$ cat config.mk
export PLATFORM = sky130hd
export DESIGN_NAME = io_fifo_interface_flat
export DESIGN_NICKNAME = d
export VERILOG_FILES = /design/src/rtl/io_fifo_interface_if.sv /design/src/rtl/io_fifo_interface.sv /design/src/flat_wrapper.sv
export SDC_FILE = /design/constraint.sdc
export NUM_CORES = 1
export LEC_CHECK = 0
export ABC_AREA = 0
export BUFFER_PORTS_ARGS = -buffer_cell sky130_fd_sc_hd__clkbuf_2
export CORE_ASPECT_RATIO = 0.9
export CORE_MARGIN = 3
export CORE_UTILIZATION = 45
export CTS_BUF_LIST = sky130_fd_sc_hd__clkbuf_8
export CTS_CLUSTER_DIAMETER = 200
export DETAILED_ROUTE_END_ITERATION = 6
export PLACE_DENSITY_LB_ADDON = 0.25
export SETUP_SLACK_MARGIN = 0.15
export SYNTH_ARGS = -nofsm -noshare
export SYNTH_HDL_FRONTEND = slang
export SYNTH_SLANG_ARGS = --single-unit
$ cat constraint.sdc
create_clock -name Clock -period 3.8 [get_ports Clock]
set_clock_uncertainty 0.2 [all_clocks]
set_input_delay 0.19 -clock Clock [delete_from_list [all_inputs] [get_ports Clock]]
set_output_delay 0.19 -clock Clock [all_outputs]
set_load 0.03 [all_outputs]
$ cat src/rtl/io_fifo_interface_if.sv
// CPU register bus plus UART byte streams for io_fifo_interface.
// The master modport is the CPU/UART side; the slave modport is the FIFO block.
interface io_fifo_interface_if;
    logic [31:0] Addr;
    logic [31:0] WData;
    logic [3:0]  WrEn;
    logic        RdEn;
    logic [31:0] RData;
    logic        Irq;
    logic [7:0]  TxData;
    logic        TxValid;
    logic        TxReady;
    logic [7:0]  RxData;
    logic        RxValid;
    logic        RxReady;

    modport master (
        output Addr, WData, WrEn, RdEn, TxReady, RxData, RxValid,
        input  RData, Irq, TxData, TxValid, RxReady
    );

    modport slave (
        input  Addr, WData, WrEn, RdEn, TxReady, RxData, RxValid,
        output RData, Irq, TxData, TxValid, RxReady
    );
endinterface

$ cat src/rtl/io_fifo_interface.sv
// Memory-mapped UART FIFO block: an RX and a TX byte FIFO behind four CPU
// registers (STATUS, RXDATA, TXDATA, CTRL), with sticky overflow flags and a
// level interrupt.
module io_fifo_interface #(
    parameter int          DEPTH     = 8,
    parameter logic [31:0] BASE_ADDR = 32'h8000_0000
) (
    input logic             Clock,
    input logic             Reset,
    io_fifo_interface_if.slave bus
);
    localparam int PW = (DEPTH > 1) ? $clog2(DEPTH) : 1;
    localparam int CW = PW + 1;
    localparam logic [CW-1:0] FULL_CNT = CW'(DEPTH);

    localparam logic [31:0] STATUS_ADDR = BASE_ADDR;
    localparam logic [31:0] RXDATA_ADDR = BASE_ADDR + 32'h4;
    localparam logic [31:0] TXDATA_ADDR = BASE_ADDR + 32'h8;
    localparam logic [31:0] CTRL_ADDR   = BASE_ADDR + 32'hC;

    // Count update shared by both FIFOs; push+pop together leaves it unchanged.
    function automatic logic [CW-1:0] next_count(input logic [CW-1:0] cnt,
                                                 input logic push, input logic pop);
        logic [CW-1:0] res;
        res = cnt;
        if (push && !pop)
            res = cnt + CW'(1);
        else if (pop && !push)
            res = cnt - CW'(1);
        return res;
    endfunction

    // Counts sit in 8-bit STATUS fields; wider counts are truncated.
    function automatic logic [7:0] count_field(input logic [CW-1:0] cnt);
        logic [31:0] wide;
        wide = 32'(cnt);
        return wide[7:0];
    endfunction

    logic [7:0]    rx_mem [DEPTH];
    logic [7:0]    tx_mem [DEPTH];
    logic [PW-1:0] rx_wr_ptr, rx_rd_ptr, tx_wr_ptr, tx_rd_ptr;
    logic [CW-1:0] rx_count, tx_count;
    logic          rx_overflow, tx_overflow;
    logic          irq_rx_en, irq_tx_en;
    logic [31:0]   rd_mux;

    logic hit_status, hit_rxdata, hit_txdata, hit_ctrl;
    logic tx_wr, ctrl_wr, flush_rx, flush_tx, clr_ovf;
    logic rx_empty, rx_full, tx_empty, tx_full;
    logic rx_push, rx_pop, rx_drop, tx_push, tx_pop, tx_drop;
    logic unused_bits;

    assign hit_status = (bus.Addr == STATUS_ADDR);
    assign hit_rxdata = (bus.Addr == RXDATA_ADDR);
    assign hit_txdata = (bus.Addr == TXDATA_ADDR);
    assign hit_ctrl   = (bus.Addr == CTRL_ADDR);

    assign tx_wr    = bus.WrEn[0] & hit_txdata;
    assign ctrl_wr  = bus.WrEn[0] & hit_ctrl;
    assign flush_rx = ctrl_wr & bus.WData[0];
    assign flush_tx = ctrl_wr & bus.WData[1];
    assign clr_ovf  = ctrl_wr & bus.WData[2];

    assign rx_empty = (rx_count == '0);
    assign rx_full  = (rx_count == FULL_CNT);
    assign tx_empty = (tx_count == '0);
    assign tx_full  = (tx_count == FULL_CNT);

    // A pop frees a slot in the same cycle, so a full FIFO still accepts a push then.
    assign rx_pop  = bus.RdEn & hit_rxdata & ~rx_empty;
    assign rx_push = bus.RxValid & (~rx_full | rx_pop);
    assign rx_drop = bus.RxValid & rx_full & ~rx_pop & ~flush_rx;
    assign tx_pop  = bus.TxReady & ~tx_empty;
    assign tx_push = tx_wr & (~tx_full | tx_pop);
    assign tx_drop = tx_wr & tx_full & ~tx_pop & ~flush_tx;

    assign bus.TxValid = ~tx_empty;
    assign bus.TxData  = tx_mem[tx_rd_ptr];
    assign bus.RxReady = 1'b1;
    assign bus.Irq     = (irq_rx_en & ~rx_empty) | (irq_tx_en & tx_empty);

    assign unused_bits = ^{bus.WrEn[3:1], bus.WData[31:8]};

    // RX pointers and count; a flush overrides any same-cycle push or pop.
    always_ff @(posedge Clock or negedge Reset) begin
        if (!Reset) begin
            rx_wr_ptr <= '0;
            rx_rd_ptr <= '0;
            rx_count  <= '0;
        end else if (flush_rx) begin
            rx_wr_ptr <= '0;
            rx_rd_ptr <= '0;
            rx_count  <= '0;
        end else begin
            if (rx_push)
                rx_wr_ptr <= rx_wr_ptr + PW'(1);
            if (rx_pop)
                rx_rd_ptr <= rx_rd_ptr + PW'(1);
            rx_count <= next_count(rx_count, rx_push, rx_pop);
        end
    end

    // TX pointers and count; a flush overrides any same-cycle push or pop.
    always_ff @(posedge Clock or negedge Reset) begin
        if (!Reset) begin
            tx_wr_ptr <= '0;
            tx_rd_ptr <= '0;
            tx_count  <= '0;
        end else if (flush_tx) begin
            tx_wr_ptr <= '0;
            tx_rd_ptr <= '0;
            tx_count  <= '0;
        end else begin
            if (tx_push)
                tx_wr_ptr <= tx_wr_ptr + PW'(1);
            if (tx_pop)
                tx_rd_ptr <= tx_rd_ptr + PW'(1);
            tx_count <= next_count(tx_count, tx_push, tx_pop);
        end
    end

    // FIFO storage is data only; stale entries are unreachable once pointers reset.
    always_ff @(posedge Clock) begin
        if (rx_push && !flush_rx)
            rx_mem[rx_wr_ptr] <= bus.RxData;
        if (tx_push && !flush_tx)
            tx_mem[tx_wr_ptr] <= bus.WData[7:0];
    end

    // Sticky overflow flags (a same-cycle set beats the clear) and IRQ enables.
    always_ff @(posedge Clock or negedge Reset) begin
        if (!Reset) begin
            rx_overflow <= 1'b0;
            tx_overflow <= 1'b0;
            irq_rx_en   <= 1'b0;
            irq_tx_en   <= 1'b0;
        end else begin
            if (rx_drop)
                rx_overflow <= 1'b1;
            else if (clr_ovf)
                rx_overflow <= 1'b0;
            if (tx_drop)
                tx_overflow <= 1'b1;
            else if (clr_ovf)
                tx_overflow <= 1'b0;
            if (ctrl_wr) begin
                irq_rx_en <= bus.WData[3];
                irq_tx_en <= bus.WData[4];
            end
        end
    end

    // Read data selection from current registered state.
    always_comb begin
        rd_mux = '0;
        if (hit_status)
            rd_mux = {8'h00, count_field(tx_count), count_field(rx_count),
                      3'b000, tx_overflow, tx_empty, rx_overflow, ~rx_empty, ~tx_full};
        else if (hit_rxdata && !rx_empty)
            rd_mux = {24'h0, rx_mem[rx_rd_ptr]};
        else if (hit_ctrl)
            rd_mux = {27'h0, irq_tx_en, irq_rx_en, 3'b000};
    end

    // Registered read port; holds its value between reads.
    always_ff @(posedge Clock or negedge Reset) begin
        if (!Reset)
            bus.RData <= '0;
        else if (bus.RdEn)
            bus.RData <= rd_mux;
    end
endmodule

$ cat src/flat_wrapper.sv
// flat-port wrapper written by rule: the top's interface ports become plain ports
module io_fifo_interface_flat 
#(
    parameter int          DEPTH     = 8,
    parameter logic [31:0] BASE_ADDR = 32'h8000_0000
)
  (Clock, Reset, bus_Addr, bus_WData, bus_WrEn, bus_RdEn, bus_TxReady, bus_RxData, bus_RxValid, bus_RData, bus_Irq, bus_TxData, bus_TxValid, bus_RxReady);
  io_fifo_interface_if bus_i ();
  input logic Clock;
  input logic Reset;
  input wire logic [$bits(bus_i.Addr)-1:0] bus_Addr;
  input wire logic [$bits(bus_i.WData)-1:0] bus_WData;
  input wire logic [$bits(bus_i.WrEn)-1:0] bus_WrEn;
  input wire logic [$bits(bus_i.RdEn)-1:0] bus_RdEn;
  input wire logic [$bits(bus_i.TxReady)-1:0] bus_TxReady;
  input wire logic [$bits(bus_i.RxData)-1:0] bus_RxData;
  input wire logic [$bits(bus_i.RxValid)-1:0] bus_RxValid;
  output wire logic [$bits(bus_i.RData)-1:0] bus_RData;
  output wire logic [$bits(bus_i.Irq)-1:0] bus_Irq;
  output wire logic [$bits(bus_i.TxData)-1:0] bus_TxData;
  output wire logic [$bits(bus_i.TxValid)-1:0] bus_TxValid;
  output wire logic [$bits(bus_i.RxReady)-1:0] bus_RxReady;
  assign bus_i.Addr = bus_Addr;
  assign bus_i.WData = bus_WData;
  assign bus_i.WrEn = bus_WrEn;
  assign bus_i.RdEn = bus_RdEn;
  assign bus_i.TxReady = bus_TxReady;
  assign bus_i.RxData = bus_RxData;
  assign bus_i.RxValid = bus_RxValid;
  assign bus_RData = bus_i.RData;
  assign bus_Irq = bus_i.Irq;
  assign bus_TxData = bus_i.TxData;
  assign bus_TxValid = bus_i.TxValid;
  assign bus_RxReady = bus_i.RxReady;
  io_fifo_interface #(.DEPTH(DEPTH), .BASE_ADDR(BASE_ADDR)) u_core (.Clock(Clock), .Reset(Reset), .bus(bus_i));
endmodule
==> impl_metrics.env <==
export IMPL_achievable_frequency_mhz=289.1
export IMPL_filler_cell_count=1260
export IMPL_leakage_nw=3.180
export IMPL_netlist_top_cells_count="128 x sky130_fd_sc_hd__edfxtp_1, 40 x sky130_fd_sc_hd__dfrtp_1, 32 x sky130_fd_sc_hd__mux4_2"
export IMPL_grt_setup_unrepaired="no"
export IMPL_port_buffers=79
export IMPL_vias=4146
export IMPL_status="finished clean"
export IMPL_syn_avg_cell_area_um2=16.01
export IMPL_maximum_number_of_pins_on_one_net_before_global_route_repair=41
export IMPL_yosysSeqAreaShare_pct=66.52
export IMPL_floorplan_initialDensity_pct=46.52
export IMPL_cts_htree_levels=4
export IMPL_critPathKind="flop to flop"
export IMPL_routed_wire_length_per_instance_um=18.38
export IMPL_die_w_um=140.1
export IMPL_grt_overflow=0
export IMPL_syn_cell_area_mm2=0.007283
export IMPL_post_dp_cell_area_mm2=0.007894
export IMPL_cts_tree="done"
export IMPL_largest_fanout_on_the_critical_path=6
export IMPL_detailedRoute_firstPassIterationCount=6
export IMPL_groute_usage_overall_pct=17.25
export IMPL_sequential_cell_area_mm2=0.004846
export IMPL_finalWeightedCongestion=0.7769
export IMPL_cellPowerDensity_mw_per_mm2=460.7
export IMPL_cts_made_buffers=17
export IMPL_synth_edff_count=128
export IMPL_yosysMostFrequentCell="sky130_fd_sc_hd__edfxtp_1"
export IMPL_finalWirelength_mm=14.41
export IMPL_worst_tran_pin_value_ns=0.9910
export IMPL_setup_tns_final_ns=0
export IMPL_cts_root_buffer="sky130_fd_sc_hd__clkbuf_8"
export IMPL_dominantRegCellSynth="sky130_fd_sc_hd__edfxtp_1"
export IMPL_finish_net_count=663
export IMPL_post_route_period_util_pct=91.03
export IMPL_io_pins=124
export IMPL_setup_viol=0
export IMPL_path_clk_slew_ns=0.09
export IMPL_design_area_mm2=0.008493
export IMPL_max_clock_path_buffers=2
export IMPL_synth_lib_cells_used_distinct=51
export IMPL_synth_largest_area_cell="sky130_fd_sc_hd__edfxtp_1"
export IMPL_n_antenna_cell=0
export IMPL_initialDrtViolationCount=287
export IMPL_final_hold_violation_count=0
export IMPL_drc=0
export IMPL_antenna_found_initial=0
export IMPL_post_drt_via_cell_ratio=5.288
export IMPL_yosys_warnings=0
export IMPL_hold_slack_ns=0.09892
export IMPL_post_route_util_pct=54.25
export IMPL_maxSlewViolCount=0
export IMPL_area_delta_synth_final_pct=16.61
export IMPL_worst_skew_pair_late_latency_ns=0.45
export IMPL_design_core_area_mm2=0.01566
export IMPL_maxSlewHeadroom_pct=33.93
export IMPL_clkSinkCount=168
export IMPL_synth_largest_type_area_fraction_pct=52.77
export IMPL_hold_class="input pin to flop"
export IMPL_critical_path_endpoint_type="flop"
export IMPL_layout_min_cycle_time_ns=3.459
export IMPL_grt_pass1_vias=4300
export IMPL_drive_gt1_share_pct=33.33
export IMPL_arrival_ns=3.64
export IMPL_dieArea_mm2=0.01775
export IMPL_floorplan_rows=43
export IMPL_cp_required_ns=3.98
export IMPL_drv_max_cap_violation_count=0
export IMPL_footprint_of_the_multi_input_gates_mm2=0.002178
export IMPL_worstSetupStartpointType="flop"
export IMPL_synthCells=455
export IMPL_synth_async_reset_ratio_pct=23.81
export IMPL_antenna_violating_nets_post_route=0
export IMPL_ys_top_cells_by_area="sky130_fd_sc_hd__edfxtp_1 53%, sky130_fd_sc_hd__dfrtp_1 14%, sky130_fd_sc_hd__mux4_2 9.9%"
export IMPL_synth_seq_cells=168
export IMPL_grt_first_pass_wirelength_mm=23.32
export IMPL_peakVddDrop_uv=325.4
export IMPL_die_h_um=126.7
export IMPL_post_dp_hpwl_mm=9.876
[cell type report]
type | instances | share of cell area (%)
well taps | 202 | 2.976
clock buffers | 17 | 2.755
inverters | 18 | 0.7955
repair buffers | 122 | 9.104
clock inverters | 14 | 1.665
multi-input cells | 243 | 25.65
flip-flops and latches | 168 | 57.06
[worst paths after layout]
kind / cells past startpoint / start / endpoint / slack [ns]
worst max register to register: 12 / u_core.tx_count[0]$_DFFE_PN0P_ / u_core.tx_count[3]$_DFFE_PN0P_ / 0.34
worst max-delay path: 12 / u_core.tx_count[0]$_DFFE_PN0P_ / u_core.tx_count[3]$_DFFE_PN0P_ / 0.34
worst min register to register: 1 / u_core.bus.RData[18]$_DFFE_PN0P_ / u_core.bus.RData[18]$_DFFE_PN0P_ / 0.32
worst min-delay path: 4 / bus_Addr[3] / u_core.bus.RData[3]$_DFFE_PN0P_ / 0.1
min in group asynchronous: 2 / Reset / u_core.tx_rd_ptr[2]$_DFFE_PN0P_ / 0.22
max in group asynchronous: 2 / Reset / u_core.tx_count[0]$_DFFE_PN0P_ / 2.50
[where the power goes]
part	switching, mW	total, mW	internal [mW]
clock network	0.671	1.20	0.530
registers	0.0892	2.22	2.13
logic	0.282	0.494	0.212
total	1.04	3.91	2.87
[timing repair]
action / in CTS / in global routing
endpoints found under the hold margin: 182 / 0
endpoints found under the setup margin: 0 / 1
resized for setup: 0 / 2
hold buffers: 22 / 0
setup buffers: 0 / 0
[routing by layer]
| metal | GRT usage, % | wire length [µm] |
|---|---|---|
| met5 | 0 | 0 |
| met4 | 5.242 | 140 |
| met3 | 4.561 | 687 |
| met2 | 27.41 | 7159 |
| met1 | 23.65 | 6421 |
[per-stage QoR]
| step | setup WS (ns) | cells | total power, mW |
|---|---|---|---|
| 6_report | 0.3409 | 784 | 3.913 |
| 2_1_floorplan | 0.2437 | 470 | 2.573 |
| 4_1_cts | 0.3160 | 784 | 3.957 |
| 3_3_place_gp | 0.4483 | 731 | 2.702 |
| 3_5_place_dp | 0.3249 | 731 | 2.731 |
| 5_1_grt | 0.1860 | 784 | 4.115 |
[cell families after synthesis]
family	share of synthesized area, %
and+or+nand+nor	8.091
other	0.1031
buffers and inverters	4.466
xor gates and xnor gates	1.203
DFF	66.52
muxes	13.21
AOI/OAI and AO/OA	4.140
adders and majority gates	2.268
[registers in the layout, indices dropped and copies added (netlist names)]
name	count
u_core.rx_mem	64
u_core.bus.RData	16
u_core.tx_overflow	1
u_core.irq_tx_en	1
u_core.tx_wr_ptr	3
u_core.rx_overflow	1
u_core.rx_rd_ptr	3
u_core.rx_count	4
u_core.tx_rd_ptr	3
u_core.rx_wr_ptr	3
u_core.irq_rx_en	1
u_core.tx_count	4
u_core.tx_mem	64
[layout by cell type (no fill, tap or decap), types with 10 or more instances in the layout]
| cell | Yosys | routed |
|---|---|---|
| sky130_fd_sc_hd__buf_4 | 18 | 21 |
| sky130_fd_sc_hd__mux2_2 | 16 | 16 |
| sky130_fd_sc_hd__nand2_1 | 18 | 18 |
| sky130_fd_sc_hd__o21ai_0 | 13 | 13 |
| sky130_fd_sc_hd__clkbuf_8 | 0 | 17 |
| sky130_fd_sc_hd__mux4_2 | 32 | 32 |
| sky130_fd_sc_hd__dlygate4sd3_1 | 0 | 22 |
| sky130_fd_sc_hd__a21oi_1 | 10 | 10 |
| sky130_fd_sc_hd__edfxtp_1 | 128 | 128 |
| sky130_fd_sc_hd__nor4_1 | 10 | 10 |
| sky130_fd_sc_hd__conb_1 | 2 | 17 |
| sky130_fd_sc_hd__nor2_1 | 27 | 27 |
| sky130_fd_sc_hd__inv_1 | 18 | 18 |
| sky130_fd_sc_hd__clkbuf_2 | 0 | 79 |
| sky130_fd_sc_hd__dfrtp_1 | 40 | 39 |
[worst max-delay path, stage by stage (launching register included)]
cell                      delay, ns
sky130_fd_sc_hd__dfrtp_2       0.46
sky130_fd_sc_hd__or4b_2        0.73
sky130_fd_sc_hd__o21ba_2       0.23
sky130_fd_sc_hd__nand4_1       0.15
sky130_fd_sc_hd__inv_1         0.13
sky130_fd_sc_hd__ha_2          0.22
sky130_fd_sc_hd__inv_1         0.09
sky130_fd_sc_hd__ha_1          0.24
sky130_fd_sc_hd__a21o_1        0.18
sky130_fd_sc_hd__a21oi_1       0.19
sky130_fd_sc_hd__xnor2_1       0.09
sky130_fd_sc_hd__or3_1         0.31
sky130_fd_sc_hd__a21oi_1       0.15
Power figures use the tool's default switching activity.
